==> src/rtl/ov_cam_sccb_writer_if.sv <==
// Handshake and SIO pad bundle for the SCCB writer.
// master = ROM sequencer plus pad side (drives start/data and the pad input),
// slave  = the writer itself.
interface ov_cam_sccb_writer_if;
  logic       start;
  logic [7:0] reg_addr;
  logic [7:0] reg_data;
  logic       busy;
  logic       done;
  logic       nack;
  logic       sio_c;
  logic       sio_d_out;
  logic       sio_d_oe;
  logic       sio_d_in;

  modport master (
    output start, reg_addr, reg_data, sio_d_in,
    input  busy, done, nack, sio_c, sio_d_out, sio_d_oe
  );

  modport slave (
    input  start, reg_addr, reg_data, sio_d_in,
    output busy, done, nack, sio_c, sio_d_out, sio_d_oe
  );
endinterface

==> src/rtl/ov_cam_sccb_writer.sv <==
// One 3-phase SCCB write (device addr, register addr, data), paced by the
// divider strobes. Each bit takes four ticks: drive SIO_D, raise SIO_C,
// sample (9th bit only), lower SIO_C, so SIO_C and SIO_D never move together.
module ov_cam_sccb_writer #(
  parameter logic [7:0] DEV_ADDR   = 8'h42,
  parameter bit         SAMPLE_ACK = 1'b1
) (
  input  logic                    refclk,
  input  logic                    resetn,
  input  logic                    tick_rise,
  input  logic                    tick_fall,
  ov_cam_sccb_writer_if.slave     bus
);

  localparam logic [3:0] S_IDLE   = 4'd0;
  localparam logic [3:0] S_START0 = 4'd1;
  localparam logic [3:0] S_START1 = 4'd2;
  localparam logic [3:0] S_Q0     = 4'd3;
  localparam logic [3:0] S_Q1     = 4'd4;
  localparam logic [3:0] S_Q2     = 4'd5;
  localparam logic [3:0] S_Q3     = 4'd6;
  localparam logic [3:0] S_STOP0  = 4'd7;
  localparam logic [3:0] S_STOP1  = 4'd8;
  localparam logic [3:0] S_STOP2  = 4'd9;

  logic [3:0]  state_q, state_d;
  logic [23:0] shift_q, shift_d;
  logic [3:0]  bit_cnt_q, bit_cnt_d;
  logic [1:0]  byte_cnt_q, byte_cnt_d;
  logic        busy_q, busy_d;
  logic        done_q, done_d;
  logic        nack_q, nack_d;
  logic        sio_c_q, sio_c_d;
  logic        sio_d_out_q, sio_d_out_d;
  logic        sio_d_oe_q, sio_d_oe_d;

  // Coincident rise/fall strobes collapse into a single step.
  logic tick;
  assign tick = tick_rise | tick_fall;

  // Next-state logic: every bus step is gated by tick; accept is not.
  always_comb begin
    state_d     = state_q;
    shift_d     = shift_q;
    bit_cnt_d   = bit_cnt_q;
    byte_cnt_d  = byte_cnt_q;
    busy_d      = busy_q;
    done_d      = 1'b0;
    nack_d      = nack_q;
    sio_c_d     = sio_c_q;
    sio_d_out_d = sio_d_out_q;
    sio_d_oe_d  = sio_d_oe_q;
    case (state_q)
      S_IDLE: if (bus.start) begin
        shift_d = {DEV_ADDR, bus.reg_addr, bus.reg_data};
        nack_d  = 1'b0;
        busy_d  = 1'b1;
        state_d = S_START0;
      end
      S_START0: if (tick) begin
        sio_d_out_d = 1'b0;
        state_d     = S_START1;
      end
      S_START1: if (tick) begin
        sio_c_d    = 1'b0;
        bit_cnt_d  = 4'd0;
        byte_cnt_d = 2'd0;
        state_d    = S_Q0;
      end
      S_Q0: if (tick) begin
        if (bit_cnt_q == 4'd8) begin
          sio_d_oe_d = 1'b0;
        end else begin
          sio_d_oe_d  = 1'b1;
          sio_d_out_d = shift_q[23];
          shift_d     = {shift_q[22:0], 1'b0};
        end
        state_d = S_Q1;
      end
      S_Q1: if (tick) begin
        sio_c_d = 1'b1;
        state_d = S_Q2;
      end
      S_Q2: if (tick) begin
        if (SAMPLE_ACK && bit_cnt_q == 4'd8) nack_d = nack_q | bus.sio_d_in;
        state_d = S_Q3;
      end
      S_Q3: if (tick) begin
        sio_c_d = 1'b0;
        state_d = S_Q0;
        if (bit_cnt_q == 4'd8) begin
          bit_cnt_d = 4'd0;
          if (byte_cnt_q == 2'd2) begin
            byte_cnt_d = 2'd0;
            state_d    = S_STOP0;
          end else begin
            byte_cnt_d = byte_cnt_q + 2'd1;
          end
        end else begin
          bit_cnt_d = bit_cnt_q + 4'd1;
        end
      end
      S_STOP0: if (tick) begin
        sio_d_oe_d  = 1'b1;
        sio_d_out_d = 1'b0;
        state_d     = S_STOP1;
      end
      S_STOP1: if (tick) begin
        sio_c_d = 1'b1;
        state_d = S_STOP2;
      end
      S_STOP2: if (tick) begin
        sio_d_out_d = 1'b1;
        done_d      = 1'b1;
        busy_d      = 1'b0;
        state_d     = S_IDLE;
      end
      default: state_d = S_IDLE;
    endcase
  end

  // State registers; reset drops the bus to idle at once, no STOP sent.
  always_ff @(posedge refclk or negedge resetn) begin
    if (!resetn) begin
      state_q     <= S_IDLE;
      shift_q     <= '0;
      bit_cnt_q   <= '0;
      byte_cnt_q  <= '0;
      busy_q      <= 1'b0;
      done_q      <= 1'b0;
      nack_q      <= 1'b0;
      sio_c_q     <= 1'b1;
      sio_d_out_q <= 1'b1;
      sio_d_oe_q  <= 1'b1;
    end else begin
      state_q     <= state_d;
      shift_q     <= shift_d;
      bit_cnt_q   <= bit_cnt_d;
      byte_cnt_q  <= byte_cnt_d;
      busy_q      <= busy_d;
      done_q      <= done_d;
      nack_q      <= nack_d;
      sio_c_q     <= sio_c_d;
      sio_d_out_q <= sio_d_out_d;
      sio_d_oe_q  <= sio_d_oe_d;
    end
  end

  assign bus.busy      = busy_q;
  assign bus.done      = done_q;
  assign bus.nack      = nack_q;
  assign bus.sio_c     = sio_c_q;
  assign bus.sio_d_out = sio_d_out_q;
  assign bus.sio_d_oe  = sio_d_oe_q;

endmodule

==> src/flat_wrapper.sv <==
// flat-port wrapper written by rule: the top's interface ports become plain ports
module ov_cam_sccb_writer_flat 
#(
  parameter logic [7:0] DEV_ADDR   = 8'h42,
  parameter bit         SAMPLE_ACK = 1'b1
)
  (refclk, resetn, tick_rise, tick_fall, bus_start, bus_reg_addr, bus_reg_data, bus_sio_d_in, bus_busy, bus_done, bus_nack, bus_sio_c, bus_sio_d_out, bus_sio_d_oe);
  ov_cam_sccb_writer_if bus_i ();
  input  logic refclk;
  input  logic resetn;
  input  logic tick_rise;
  input  logic tick_fall;
  input wire logic [$bits(bus_i.start)-1:0] bus_start;
  input wire logic [$bits(bus_i.reg_addr)-1:0] bus_reg_addr;
  input wire logic [$bits(bus_i.reg_data)-1:0] bus_reg_data;
  input wire logic [$bits(bus_i.sio_d_in)-1:0] bus_sio_d_in;
  output wire logic [$bits(bus_i.busy)-1:0] bus_busy;
  output wire logic [$bits(bus_i.done)-1:0] bus_done;
  output wire logic [$bits(bus_i.nack)-1:0] bus_nack;
  output wire logic [$bits(bus_i.sio_c)-1:0] bus_sio_c;
  output wire logic [$bits(bus_i.sio_d_out)-1:0] bus_sio_d_out;
  output wire logic [$bits(bus_i.sio_d_oe)-1:0] bus_sio_d_oe;
  assign bus_i.start = bus_start;
  assign bus_i.reg_addr = bus_reg_addr;
  assign bus_i.reg_data = bus_reg_data;
  assign bus_i.sio_d_in = bus_sio_d_in;
  assign bus_busy = bus_i.busy;
  assign bus_done = bus_i.done;
  assign bus_nack = bus_i.nack;
  assign bus_sio_c = bus_i.sio_c;
  assign bus_sio_d_out = bus_i.sio_d_out;
  assign bus_sio_d_oe = bus_i.sio_d_oe;
  ov_cam_sccb_writer #(.DEV_ADDR(DEV_ADDR), .SAMPLE_ACK(SAMPLE_ACK)) u_core (.refclk(refclk), .resetn(resetn), .tick_rise(tick_rise), .tick_fall(tick_fall), .bus(bus_i));
endmodule
==> config.mk <==
export PLATFORM = sky130hd
export DESIGN_NAME = ov_cam_sccb_writer_flat
export DESIGN_NICKNAME = d
export VERILOG_FILES = /design/src/rtl/ov_cam_sccb_writer_if.sv /design/src/rtl/ov_cam_sccb_writer.sv /design/src/flat_wrapper.sv
export SDC_FILE = /design/constraint.sdc
export NUM_CORES = 1
export LEC_CHECK = 0
export CAP_MARGIN = 20
export CORE_AREA = 4 4 70 72
export CTS_CLUSTER_SIZE = 20
export DETAILED_ROUTE_END_ITERATION = 10
export DIE_AREA = 0 0 74 76
export GPL_ROUTABILITY_DRIVEN = 0
export GPL_TIMING_DRIVEN = 0
export HOLD_SLACK_MARGIN = 0.03
export PLACE_DENSITY_LB_ADDON = 0.05
export SLEW_MARGIN = 30
export SYNTH_ARGS = -nofsm -noshare
export SYNTH_HDL_FRONTEND = slang
export SYNTH_SLANG_ARGS = --single-unit
==> constraint.sdc <==
create_clock -name refclk -period 2.8 [get_ports refclk]
set_clock_uncertainty 0.15 [all_clocks]
set_input_delay 0.28 -clock refclk [delete_from_list [all_inputs] [get_ports refclk]]
set_output_delay 0.28 -clock refclk [all_outputs]
set_load 0.005 [all_outputs]
Yosys cells after proc, flatten, opt, wreduce, memory -nomap -nowiden

Cells that the tools add are included.

Add/sub/neg operators: 2
Multipliers: 0
Div/mod/pow operators: 0
Order comparisons: 0
Equality and inequality tests: 27
Shifts and indexed selects: 0
Multiplexer cells: 42
Bitwise logic cells: 2
Reductions and logical operators: 20

Operators by type and width:

| operator              | count |
|---|---|
| $mux W24              | 3 |
| $mux W4               | 13 |
| $pmux W24 S2          | 1 |
| $pmux W4 S10          | 1 |
| $ne A2 B1 Y1 const B  | 14 |
| $eq A4 B3 Y1 const B  | 4 |
| $eq A4 B4 Y1 const B  | 3 |
| $mux W1               | 12 |
| $reduce_and A3 Y1     | 4 |
| $reduce_and A4 Y1     | 3 |
| $reduce_bool A2 Y1    | 6 |
| $reduce_and A10 Y1    | 1 |
| $eq A4 B2 Y1 const B  | 2 |
| $mux W2               | 4 |
| $pmux W1 S2           | 4 |
| $pmux W4 S2           | 1 |
| $reduce_or A2 Y1      | 3 |
| $reduce_and A5 Y1     | 1 |
| $add A4 B1 Y4 const B | 1 |
| $eq A4 B1 Y1 const B  | 1 |
| $logic_not A4 Y1      | 1 |
| $ne A2 B2 Y1 const B  | 2 |
| $pmux W2 S2           | 1 |
| $mux W3               | 1 |
| other kinds (5)       | 6 |

Bits in registers: 40
Bits in latches: 0
Memory bits (writable): 0
Memory bits (read-only): 0
Input bits: 22
Memories: 0

Longest topological paths before layout

Gate-level depths: netlist of run 1.

Word-level depth: 5
Depth in mapped cells: 6

Least setup slack after synthesis of run 1

Ideal clock, no wire load.

Path kind: register to register
Start point: register u_core.state_q[2]
End point: register u_core.shift_q[4]
Data arrival time: 1.751 ns
Data required time: 2.525 ns
Slack: 0.774 ns
Cell stages (with the launch flop): 6
Path buffers: 1
Path through: dfrtp_1 or2_4 nor2_4 buf_2 mux2_2 mux2_4

Cells in the longest elaborated chain, start to end: 3
Elaborated cells on any way between the ends: 8
Classes of those cells: eq/ne (4); mux (1); reduce/logical (3)

RTL lines:

| what                                             | line                      | text |
|---|---|---|
| from (decl)                                      | ov_cam_sccb_writer.sv:26  | `logic [3:0] state_q, state_d;` |
| from (signal assigned)                           | ov_cam_sccb_writer.sv:136 | `state_q <= state_d;` |
| $eq A4 B2 Y1 or $logic_not A4 Y1 (tied branches) | ov_cam_sccb_writer.sv:53  | `case (state_q)` |
| $ne A2 B1 Y1 (no line) (tied with other cells)   | --                        |  |
| $reduce_and A4 Y1 (no line)                      | --                        |  |
| to (signal assigned)                             | ov_cam_sccb_writer.sv:137 | `shift_q <= shift_d;` |
| to (decl)                                        | ov_cam_sccb_writer.sv:27  | `logic [23:0] shift_q, shift_d;` |

Parallel ways exist; a longest one is shown, timed or not.
A chain may end at the register's enable or synchronous reset.

Worst setup path in the final report of run 1

Start point: register u_core.state_q[2]
End point: register u_core.shift_q[2]

Same word-level chain as after synthesis.

==> results by group, run 1 <==
STA
  • RSZ-0062 raised after global routing: no
  • Tcrit/Tclk final: 80.3%
  • Slew margin rel.: 57.4%
  • Setup TNS: 0 ps
  • Crit path time final: 2250 ps
  • Fin. max-slew vios: 0
  • Final setup vio count: 0
  • Worst Tran Pin Value: 638 ps
  • Endpoints failing hold: 0
  • Fmax: 445 MHz

Clocking
  • TritonCTS Buffers: 5
  • Setup bufs post-CTS: 0
  • TritonCTS clock tree: yes
  • Post-CTS sizing: 0
  • Clock Latency Late Sink: 290 ps
  • H-tree depth: 2
  • Root buf cell: clkbuf_8
  • Hold_buf cts: 1
  • Num Clock Sinks: 40
  • Clock transition at the registers of the reported paths: 80 ps
  • Max Buffers Root-to-Sink: 2

Detailed routing
  • Number of vias per cell: 5.43
  • Final WL: 4010 um
  • Routed length per placed instance: 15.2 um
  • Post-route DRC violation count: 0
  • Pre-antenna DRT Iters: 4
  • Final ANT Viol Nets: 0
  • Total vias in the final route: 1,433
  • Initial drt markers: 80

Global routing
  • First-pass GRT wire length: 7040 um
  • Initial antenna violation count: 0
  • Total Routing Usage GR: 15.8%
  • Pin count of the biggest net entering global routing: 29
  • Global route overflow: 0
  • Vias in the first global route: 1,492

Die
  • Die Wd: 74 um
  • Ports: 28
  • Die Y: 76 um
  • FP Rows: 24
  • Die area: 0.00562 mm2
  • Effective utilization at floorplan: 48.7%
  • Core ar.: 0.00429 mm2

Yosys
  • Number of synthesis warnings: 0
  • Syn Nets: 199
  • Cells after Synth: 175
  • Synth area leaders: dfrtp_1, mux2_2, mux2_4, dfstp_2, mux2i_1
  • Synth area leader: dfrtp_1
  • Syn Std Cell Area: 0.00209 mm2
  • Sequential area share after synthesis: 48.0%
  • EDFF count, synth: 0
  • Synth top area share: 44.3%
  • Number of library cell types mapped by synthesis: 43
  • Seq cells post-synth: 40
  • Primary FF master, synth: dfrtp_1
  • Post-Synthesis Mean Instance Area: 12.0 um2
  • Ys async rst share: 100%

Place
  • Number of buffers added on ports: 27
  • Post-DP HPWL: 2970 um

Finish
  • Final #Nets: 235
  • Share of cells above drive strength 1: 26.9%
  • Finished Core Util: 59.6%
  • # diodes: 0
  • P&R area growth vs syn: 22.4%

Min path
  • Tightest Hold Check Type: in2async

Worst setup path
  • Arr. time, crit path: 2270 ps
  • Worst-path cell chain: or2_4, nor2_4, buf_2, mux2_2, mux2_4
  • Max stage delay on crit path: 470 ps
  • R2R Path End: u_core.shift_q[2]
  • Critical path class: reg2reg
  • Slowest CP cell: dfrtp_1
  • Req. time, crit path: 2820 ps
  • Worst Setup Start Kind: flip-flop
  • Reg2reg setup slack: 550 ps
  • Crit end category: flip-flop
  • Worst r2r src: u_core.state_q[2]
  • Worst path top cell family by delay: multiplexers
  • WP buf/inv: 1
  • Worst Reg-to-Reg Cells: 5
  • Worst-path maximum fanout: 10

Status
  • Outcome: finished, final reports clean

Power
  • Pwr/cell area: 1050 mW/mm2
  • Maximum VDD drop: 0.415 mV
  • LEAKAGE: 1.14 nW

Job
  • Max cap viols: 0
-- registers in the layout (all words and copies together), names as in the netlist --
name	cells
u_core.bit_cnt_q	4
u_core.bus.busy	1
u_core.bus.done	1
u_core.bus.nack	1
u_core.bus.sio_c	1
u_core.bus.sio_d_oe	1
u_core.bus.sio_d_out	1
u_core.byte_cnt_q	2
u_core.shift_q	24
u_core.state_q	4
-- report_power, final --
| part | leakage, nW | internal (mW) | switching (mW) | total, mW |
|---|---|---|---|---|
| registers | 0.494 | 0.826 | 0.165 | 0.991 |
| clock network | 0.0552 | 0.264 | 0.190 | 0.455 |
| logic | 0.586 | 0.682 | 0.553 | 1.23 |
-- per-stage QoR --
stage | power, mW | instance area (um2) | setup slack, ps | hold slack (ps) | instances
floorplan | 1.93 | 2090 | 774 | -166 | 175
global placement | 2.19 | 2430 | 356 | 314 | 254
detailed placement | 2.24 | 2440 | 567 | 42.5 | 255
CTS | 2.71 | 2560 | 549 | 263 | 264
global route | 2.87 | 2560 | 438 | 276 | 264
finish | 2.68 | 2560 | 551 | 265 | 264
-- cell usage after synthesis, drive strengths merged (3+ instances only) --
cell type and instances:
dfrtp 37, mux2 34, inv 13, nand2 11
nor2 9, mux2i 6, o21ai 5, a21oi 4
a31oi 4, clkbuf 4, buf 3, dfstp 3
nand3 3, nor4 3, or2 3
-- layer usage --
layer	wire (um)	vias up	global-route usage (%)	part of all wire, %
met3	219	2	4.49	5.5
met4	24	0	3.80	0.60
met5	0	-	0	0
met1	1840	702	23.0	46
met2	1930	38	23.0	48
li1	-	691	-	-
-- cell type report --
type,instances,area (um2)
well taps,52,65.1
inverters,13,48.8
clock inverters,2,35.0
multi-input cells,115,996
fillers,369,1730
plain buffers,7,42.5
flip-flops and latches,40,1000
repair buffers,29,295
clock buffers,6,72.6
-- worst max-delay path by stage --
| stage | startpoint | to | slack [ps] | depth (start not counted) |
|---|---|---|---|---|
| floorplan | u_core.state_q[2] | u_core.shift_q[4] | 770 | 5 |
| global placement | resetn | u_core.bit_cnt_q[1] | 360 | 1 |
| detailed placement | u_core.state_q[2] | u_core.shift_q[6] | 570 | 5 |
| CTS | u_core.state_q[2] | u_core.shift_q[6] | 550 | 5 |
| global route | u_core.state_q[2] | u_core.shift_q[2] | 440 | 5 |
| finish | u_core.state_q[2] | u_core.shift_q[2] | 550 | 5 |
-- cell usage in the layout, fill, tap and decap left out, drive strengths merged, types with 3 or more instances in the layout --
master	instances
a21oi	4
a31oi	4
buf	5
clkbuf	10
clkdlybuf4s50	26
dfrtp	37
dfstp	3
inv	13
mux2	34
mux2i	6
nand2	11
nand3	3
nor2	9
nor4	3
o21ai	5
or2	3
-- kinds of logic after synthesis --
family          after synthesis  share of synthesized area (%)
compound gates               27                           9.69
buf+inv                      20                           4.37
simple gates                 43                           12.0
flops                        40                           48.0
fa+ha+maj                     2                           1.20
mux                          40                           23.5
xor+xnor                      3                           1.26
Power figures use the tool's default switching activity.
==> inputs of run 2 (changes only) <==
==> constraint.sdc (replaced) <==
create_clock -name refclk -period 2.1 [get_ports refclk]
set_clock_uncertainty 0.15 [all_clocks]
set_input_delay 0.21 -clock refclk [delete_from_list [all_inputs] [get_ports refclk]]
set_output_delay 0.21 -clock refclk [all_outputs]
set_load 0.005 [all_outputs]
==> results by group, run 2 (same netlist as run 1, synthesis figures left out) <==
Detailed routing
  • Pre-antenna DRT Iters: 4 (unchanged)
  • Final WL: 4110 um (was 4010 um)
  • Number of vias per cell: 5.39 (was 5.43)
  • Post-route DRC violation count: 0 (unchanged)
  • Total vias in the final route: 1,456 (was 1,433)
  • Final ANT Viol Nets: 0 (unchanged)
  • Routed length per placed instance: 15.2 um (about the same)
  • Initial drt markers: 66 (was 80)

Global routing
  • Global route overflow: 0 (unchanged)
  • Pin count of the biggest net entering global routing: 29 (unchanged)
  • Initial antenna violation count: 0 (unchanged)
  • First-pass GRT wire length: 7030 um (was 7040 um)
  • Total Routing Usage GR: 15.7% (was 15.8%)
  • Vias in the first global route: 1,504 (was 1,492)

Power
  • Clock share of power: 16.5% (was 17.0%)
  • Sequential fraction of design power: 36.1% (was 37.0%)
  • Pint: 2.44 mW (was 1.77 mW)
  • Maximum VDD drop: 0.615 mV (was 0.415 mV)
  • Switching portion of total power: 33.7% (was 33.9%)
  • Psw: 1.24 mW (was 0.907 mW)
  • Logic pwr share: 47.5% (was 46.1%)
  • LEAKAGE: 1.16 nW (was 1.14 nW)
  • Pwr/cell area: 1410 mW/mm2 (was 1050 mW/mm2)
  • Total chip power: 3.68 mW (was 2.68 mW)

Finish
  • Most frequent cells in the layout: dfrtp_1, clkdlybuf4s50_1, mux2_2 (unchanged)
  • Max reg flops: 24 (unchanged)
  • Commonest non-fill, non-tap cell in the layout: dfrtp_1 (unchanged)
  • Final #Nets: 241 (was 235)
  • P&R area growth vs syn: 25.3% (was 22.4%)
  • Largest registers: u_core.shift_q x24, u_core.bit_cnt_q x4, u_core.state_q x4 (unchanged)
  • Largest Register: u_core.shift_q (unchanged)
  • Share of cells above drive strength 1: 29.4% (was 26.9%)
  • # diodes: 0 (unchanged)
  • Fillers: 362 (was 369)

Die
  • Effective utilization at floorplan: 48.7% (unchanged)
  • FP Rows: 24 (unchanged)
  • Die area: 0.00562 mm2 (unchanged)
  • Ports: 28 (unchanged)
  • Die Y: 76 um (unchanged)
  • Core ar.: 0.00429 mm2 (unchanged)
  • Die Wd: 74 um (unchanged)

Worst setup path
  • Crit end category: flip-flop (unchanged)
  • Arr. time, crit path: 2030 ps (was 2270 ps)
  • Reg2reg setup slack: 80 ps (was 550 ps)
  • Worst Setup Start Kind: flip-flop (unchanged)
  • Critical path class: reg2reg (unchanged)
  • Worst Reg-to-Reg Cells: 5 (unchanged)
  • Req. time, crit path: 2110 ps (was 2820 ps)
  • Worst-path maximum fanout: 10 (unchanged)

Place
  • Post-DP HPWL: 2970 um (unchanged)
  • Pre-CTS setup slack: -133 ps (was 567 ps)
  • Number of buffers added on ports: 27 (unchanged)

STA
  • Final setup vio count: 0 (unchanged)
  • Fmax: 496 MHz (was 445 MHz)
  • Endpoints failing hold: 0 (unchanged)
  • Crit path time final: 2020 ps (was 2250 ps)
  • Slew margin rel.: 63.1% (was 57.4%)
  • Final hold slack: 195 ps (was 265 ps)
  • Post-route worst setup slack: 83.3 ps (was 551 ps)
  • Tcrit/Tclk final: 96.0% (was 80.3%)
  • Fin. max-slew vios: 0 (unchanged)
  • Setup TNS: 0 ps (unchanged)
  • Worst Tran Pin Value: 548 ps (was 638 ps)

Job
  • Max cap viols: 0 (unchanged)

Clocking
  • Max Buffers Root-to-Sink: 2 (unchanged)
  • Clock Latency Late Sink: 290 ps (about the same)
  • Clock transition at the registers of the reported paths: 80 ps (about the same)
  • Num Clock Sinks: 40 (unchanged)
  • TritonCTS Buffers: 5 (unchanged)
  • Root buf cell: clkbuf_8 (unchanged)
  • TritonCTS clock tree: yes (unchanged)
  • H-tree depth: 2 (unchanged)

Min path
  • Tightest Hold Check Type: in2async (unchanged)

Status
  • Outcome: finished, final reports clean (unchanged)
[run 2: changes by cell type in the layout (fill, tap and decap cells not counted)]
cell | previous run | this run
a2111oi_2 | 1 | 0
a2111oi_4 | 0 | 1
buf_2 | 2 | 1
buf_4 | 0 | 7
dfrtp_1 | 37 | 36
dfrtp_2 | 0 | 1
[run 2: area by class of cell]
cell class / count / area (um2) / area share, %
multi-input cells: 115 / 1010 / 38.5
flip-flops and latches: 40 / 1010 / 38.4
repair buffers: 35 / 340 / 13.0
clock buffers: 6 / 72.6 / 2.77
well taps: 52 / 65.1 / 2.48
inverters: 13 / 48.8 / 1.86
plain buffers: 7 / 45.0 / 1.72
clock inverters: 2 / 35.0 / 1.34
[run 2: worst paths after layout]
kind | from | end
max in group asynchronous | resetn | u_core.bus.sio_c
min in group refclk | u_core.bus.sio_d_oe | u_core.bus.sio_d_oe
min reg2reg | u_core.bus.sio_d_oe | u_core.bus.sio_d_oe
max reg2reg | u_core.state_q[2] | u_core.shift_q[2]
min | resetn | u_core.shift_q[13]
max | u_core.state_q[2] | u_core.shift_q[2]
[run 2: through the flow]
step | cell area [um2] | utilization [%] | cells
after floorplan | 2090 | - | 175
after CTS | 2570 | 59.8 | 265
after global placement | 2430 | 56.5 | 254
final | 2620 | 61.0 | 270
after global routing | 2620 | 61.0 | 270
after detailed placement | 2440 | 56.9 | 255
[run 2: critical path: stages, from the launching register on]
cell	delay, ps
dfrtp_2	470
or2_4	280
nor4b_4	370
a31oi_4	110
buf_6	210
mux2_4	300
[run 2: power by group through the flow]
stage | sequential (mW) | clock (mW) | combinational [mW]
2_1_floorplan | 1.27 | 0 | 1.30
3_3_place_gp | 1.31 | 0 | 1.61
3_5_place_dp | 1.33 | 0 | 1.65
4_1_cts | 1.32 | 0.623 | 1.69
5_1_grt | 1.37 | 0.655 | 1.91
6_report | 1.33 | 0.607 | 1.75
[run 2: per-layer routing]
| layer | share of wire, % | track usage (%) | vias to the layer above |
|---|---|---|---|
| met4 | 0.88 | 4.89 | 0 |
| met3 | 6.1 | 3.30 | 4 |
| li1 | - | - | 708 |
| met1 | 45 | 23.2 | 704 |
| met5 | 0 | 0 | - |
| met2 | 48 | 22.9 | 40 |
[run 2: timing repair]
| action | CTS | global route |
|---|---|---|
| pin swaps | 1 | 2 |
| buffers inserted | 1 | 5 |
| resized for setup | 1 | 2 |
| hold endpoints to repair | 39 | 0 |
| endpoints found under the setup margin | 10 | 15 |
| hold buffers | 1 | 0 |
==> RTL edit 1 (flow settings as in run 2) <==
Compare `bit_cnt_q` against `4'd8` with >= in place of ==.
--- a/src/rtl/ov_cam_sccb_writer.sv
+++ b/src/rtl/ov_cam_sccb_writer.sv
@@ -70,3 +70,3 @@
       S_Q0: if (tick) begin
-        if (bit_cnt_q == 4'd8) begin
+        if (bit_cnt_q >= 4'd8) begin
           sio_d_oe_d = 1'b0;
Behaviour: no difference found for any inputs over 10 cycles, from zero or initial values and one cycle with resetn low; that may be too few to reach the edited logic, so the function may still have changed.
==> RTL edit 1 against run 2 <==
  * Combinational power decreased by 5%
  * Die area unchanged
  * Area after synthesis decreased by 3.0%
  * Clock power decreased by 15%
  * Routed wire length decreased by 1.3%
  * Worst setup slack got worse by 0.022 ns
  * Worst hold slack got worse by 0.0066 ns
  * Design area decreased by 3.7%
  * Power decreased by 3.6%
  * Non-clock buffer count decreased by 1
  * Sequential cell count unchanged
  * Via count decreased by 3.0%
  * Critical endpoint is now u_core.byte_cnt_q[0]
==> RTL edit 1: results (changes against run 2) <==
<table>
<tr><th>Metric</th><th>Value</th></tr>
<tr><th colspan="2">Run status</th></tr>
<tr><td>Outcome</td><td>finished clean (unchanged)</td></tr>
<tr><th colspan="2">Worst setup path</th></tr>
<tr><td>Largest incremental delay on the critical path</td><td>0.49 ns (was 0.47 ns)</td></tr>
<tr><td>Arr. time, crit path</td><td>2.07 ns (was 2.03 ns)</td></tr>
<tr><th colspan="2">Detailed routing</th></tr>
<tr><td>Iter 0 DRT Violations</td><td>134 (was 66)</td></tr>
<tr><td>Detailed route wirelength on metal3</td><td>213 um (was 252 um)</td></tr>
<tr><th colspan="2">Global routing</th></tr>
<tr><td>GR Layer Usage met2</td><td>0.2465 (was 0.2287)</td></tr>
<tr><td>Maximum number of pins on one net before global-route repair</td><td>30 (was 29)</td></tr>
<tr><td>Met1 Resource Use GR</td><td>0.2022 (was 0.2320)</td></tr>
<tr><th colspan="2">Yosys</th></tr>
<tr><td>Post-Synthesis Cell Area</td><td>0.002029 mm^2 (was 0.002092 mm^2)</td></tr>
<tr><td>Leading cell types by count after synthesis</td><td>37 x dfrtp_1, 21 x mux2_2, 13 x mux2_4, 13 x nor2_1, 8 x nand2_1 (was 37 x dfrtp_1, 21 x mux2_2, 13 x inv_1, 13 x mux2_4, 11 x nand2_1)</td></tr>
<tr><td>Gate count after technology mapping</td><td>169 (was 175)</td></tr>
<tr><td>Multiplexer area fraction after synthesis</td><td>0.2127 (was 0.2350)</td></tr>
<tr><td>Leading cell types by total area after synthesis</td><td>dfrtp_1 46%, mux2_2 12%, mux2_4 9.6% (was dfrtp_1 44%, mux2_2 11%, mux2_4 9.3%)</td></tr>
<tr><td>Complex-gate fraction of the synthesized area</td><td>0.1017 (was 0.09689)</td></tr>
<tr><th colspan="2">Cells and area</th></tr>
<tr><td>Fill cells</td><td>366 (was 362)</td></tr>
<tr><td>NonClk Buf Share</td><td>0.1487 (was 0.1470)</td></tr>
<tr><td>Layout multi-input combinational cell count</td><td>113 (was 115)</td></tr>
<tr><td>Total of clock buffers placed in the layout</td><td>8 (was 6)</td></tr>
<tr><td>Proportion of layout cells with a drive suffix above 1</td><td>0.2885 (was 0.2936)</td></tr>
<tr><td>Core occupancy in the finished layout</td><td>0.5877 (was 0.6104)</td></tr>
<tr><th colspan="2">Pwr</th></tr>
<tr><td>Static Leak</td><td>1.080 nW (was 1.163 nW)</td></tr>
<tr><td>Areal power density over the cells</td><td>1407 mW/mm^2 (was 1406 mW/mm^2)</td></tr>
<tr><td>Sw Ratio</td><td>0.3379 (was 0.3369)</td></tr>
<tr><td>Sequential-cell power consumption</td><td>0.00137 W (was 0.00133 W)</td></tr>
<tr><th colspan="2">Placed design</th></tr>
<tr><td>Cell count after placement</td><td>249 (was 255)</td></tr>
</table>
[RTL edit 1: cell count changes after synthesis, moves of 3 or more]
cell / run 2 / this run
nor2_1: 8 / 13
nand2_1: 11 / 8
mux2i_1: 6 / 0
o211ai_1: 0 / 3
a22o_1: 2 / 7
a21oi_1: 4 / 7
inv_1: 13 / 6
buf_2: 1 / 4
[RTL edit 1: worst paths after layout]
kind / from / to / slack, ns / cells after the start
setup / recovery: tick_fall / u_core.byte_cnt_q[0] / 0.06 / 6
hold / removal: resetn / u_core.bus.nack / 0.19 / 2
setup reg to reg: u_core.state_q[0] / u_core.shift_q[5] / 0.07 / 6
hold reg to reg: u_core.bus.busy / u_core.bus.busy / 0.35 / 2
max in group asynchronous: resetn / u_core.state_q[2] / 1.16 / 3
min in group refclk: u_core.bus.busy / u_core.bus.busy / 0.35 / 2
==> RTL edit 2 (flow settings as in run 2) <==
Made on the original files. `SAMPLE_ACK` is set to 1'b1 in 2 places; all go to 1'b0.
--- a/src/rtl/ov_cam_sccb_writer.sv
+++ b/src/rtl/ov_cam_sccb_writer.sv
@@ -5,3 +5,3 @@
   parameter logic [7:0] DEV_ADDR   = 8'h42,
-  parameter bit         SAMPLE_ACK = 1'b1
+  parameter bit         SAMPLE_ACK = 1'b0
 ) (
--- a/src/flat_wrapper.sv
+++ b/src/flat_wrapper.sv
@@ -4,3 +4,3 @@
   parameter logic [7:0] DEV_ADDR   = 8'h42,
-  parameter bit         SAMPLE_ACK = 1'b1
+  parameter bit         SAMPLE_ACK = 1'b0
 )
Check against the original RTL: same outputs for any inputs over 10 cycles, from zero or initial values and one cycle with resetn low; that may be too few to reach the edited logic, so the function may still have changed.
==> RTL edit 2 against run 2 <==
  * Critical path depth rose by 3
  * Sequential cell count decreased by 1
  * Design area shrank 8.4%
  * Routed wire length up 3.1%
  * Worst setup slack improved by 0.022 ns
  * Worst hold slack improved by 0.025 ns
  * Area after synthesis fell by 5.5%
  * Power shrank 9.7%
==> RTL edit 2: results (changes against run 2) <==
<table>
<tr><th>Metric</th><th>Value</th></tr>
<tr><th colspan="2">Pwr</th></tr>
<tr><td>Worst vdd rail ir drop</td><td>0.7174 mV (was 0.6150 mV)</td></tr>
<tr><td>Static Leak</td><td>1.050 nW (was 1.163 nW)</td></tr>
<tr><th colspan="2">Yosys</th></tr>
<tr><td>Top flip-flop cell by instance count after synthesis</td><td>dfrtp_1 (unchanged)</td></tr>
<tr><td>Leading cell types by count after synthesis</td><td>36 x dfrtp_1, 28 x a21oi_1, 15 x mux2i_1 (was 37 x dfrtp_1, 21 x mux2_2, 13 x inv_1, 13 x mux2_4, 11 x nand2_1)</td></tr>
<tr><td>Synthesized Nets</td><td>210 (was 199)</td></tr>
<tr><td>Sequential cell area fraction in the yosys report</td><td>0.4956 (was 0.4803)</td></tr>
<tr><td>Number of unique standard cell types used by synthesis</td><td>40 (was 43)</td></tr>
<tr><th colspan="2">Global routing</th></tr>
<tr><td>Global-route total usage across every layer</td><td>0.1651 (was 0.1571)</td></tr>
<tr><td>Wire length of the first global-routing pass</td><td>7396 um (was 7031 um)</td></tr>
<tr><td>Number of global-route vias before repair</td><td>1,681 (was 1,504)</td></tr>
<tr><th colspan="2">Worst setup path</th></tr>
<tr><td>Origin of the worst setup path</td><td>u_core.bit_cnt_q[0] (was u_core.state_q[2])</td></tr>
<tr><td>Arr. time, crit path</td><td>2.06 ns (was 2.03 ns)</td></tr>
<tr><td>Library cell contributing the largest single delay on the critical path</td><td>dfrtp_1 (was dfrtp_2)</td></tr>
<tr><td>Reg2reg end</td><td>u_core.shift_q[13] (was u_core.shift_q[2])</td></tr>
<tr><td>Path depth of the worst reg2reg path</td><td>8 (was 5)</td></tr>
<tr><td>Largest incremental delay on the critical path</td><td>0.41 ns (was 0.47 ns)</td></tr>
<tr><th colspan="2">Placed design</th></tr>
<tr><td>Detailed-placement wirelength estimate</td><td>3046 um (was 2975 um)</td></tr>
<tr><td>DP Worst Slack</td><td>-0.05863 ns (was -0.1334 ns)</td></tr>
<tr><td>Number of buffers inserted by port buffering</td><td>25 (was 27)</td></tr>
<tr><td>Post-placement cell area</td><td>0.002307 mm^2 (was 0.002442 mm^2)</td></tr>
<tr><th colspan="2">Cells and area</th></tr>
<tr><td>Final layout net count</td><td>244 (was 241)</td></tr>
<tr><td>Proportion of layout cells with a drive suffix above 1</td><td>0.1629 (was 0.2936)</td></tr>
<tr><th colspan="2">Run status</th></tr>
<tr><td>Outcome</td><td>finished clean (unchanged)</td></tr>
<tr><th colspan="2">Clocking</th></tr>
<tr><td># Post-CTS Setup Buffers</td><td>0 (was 1)</td></tr>
<tr><td>Clk_lat worst skew</td><td>0.28 ns</td></tr>
<tr><th colspan="2">Timing</th></tr>
<tr><td>Post-route worst setup slack</td><td>0.1054 ns (was 0.08331 ns)</td></tr>
<tr><th colspan="2">Detailed routing</th></tr>
<tr><td>Routed via count</td><td>1,542 (was 1,456)</td></tr>
<tr><td>Iter 0 DRT Violations</td><td>166 (was 66)</td></tr>
<tr><td>WL final</td><td>4239 um (was 4112 um)</td></tr>
</table>
==> RTL edit 2: worst min path at each step <==
stage,from,end,slack (ns),depth (start not counted)
after floorplan,resetn,u_core.bit_cnt_q[0],-0.24,0
after global placement,u_core.shift_q[17],u_core.shift_q[17],0.32,1
after detailed placement,resetn,u_core.bus.busy,-0.008,1
after CTS,resetn,u_core.bus.busy,0.22,2
after global routing,resetn,u_core.bus.busy,0.25,2
final,resetn,u_core.bus.busy,0.22,2
==> RTL edit 2: layout make-up <==
cell class              instances  area [um^2]
repair buffers                 27        275.3
fillers                       380         1894
inverters                       4        15.01
clock inverters                 1        5.005
clock buffers                   7        76.32
well taps                      52        65.06
plain buffers                  15        97.59
multi-input cells             128        885.9
flip-flops and latches         39        979.7
==> RTL edit 2: per-stage QoR <==
step | hold slack (ns) | std cells
6_report | 0.2201 | 273
5_1_grt | 0.2474 | 273
4_1_cts | 0.2172 | 273
3_5_place_dp | -0.008082 | 264
3_3_place_gp | 0.3233 | 263
2_1_floorplan | -0.2356 | 186
==> RTL edit 2: routing by layer <==
| layer | GRT usage | up-vias | part of all wire |
|---|---|---|---|
| met5 | 0 | - | 0 |
| met4 | 0.06522 | 0 | 0.0094 |
| met1 | 0.2024 | 760 | 0.43 |
| met3 | 0.03694 | 6 | 0.046 |
| li1 | - | 743 | - |
| met2 | 0.2757 | 33 | 0.51 |
==> RTL edit 2: cell families (layout without fill, tap and decap cells) <==
group / Yosys count / in the layout / share of synthesized area
AOI/OAI and AO/OA: 66 / 66 / 0.2260
and+or+nand+nor: 40 / 40 / 0.1101
DFF: 39 / 39 / 0.4956
buffers and inverters: 19 / 54 / 0.05633
muxes: 18 / 18 / 0.09303
adders and majority gates: 2 / 2 / 0.01266
other: 1 / 1 / 0.001897
xor gates and xnor gates: 1 / 1 / 0.004431
==> RTL edit 2: timing repair <==
item                                    CTS  global route
resized for setup                         0             2
endpoints found under the setup margin    0             3
hold buffers                              1             0
endpoints found under the hold margin    38             0
==> RTL edit 2: report_power, final <==
| group | leakage, nW | switching, W | internal (W) |
|---|---|---|---|
| clock | 0.0422 | 0.000241 | 0.000233 |
| combinational | 0.543 | 0.000893 | 0.000708 |
| sequential | 0.465 | 0.000180 | 0.00107 |
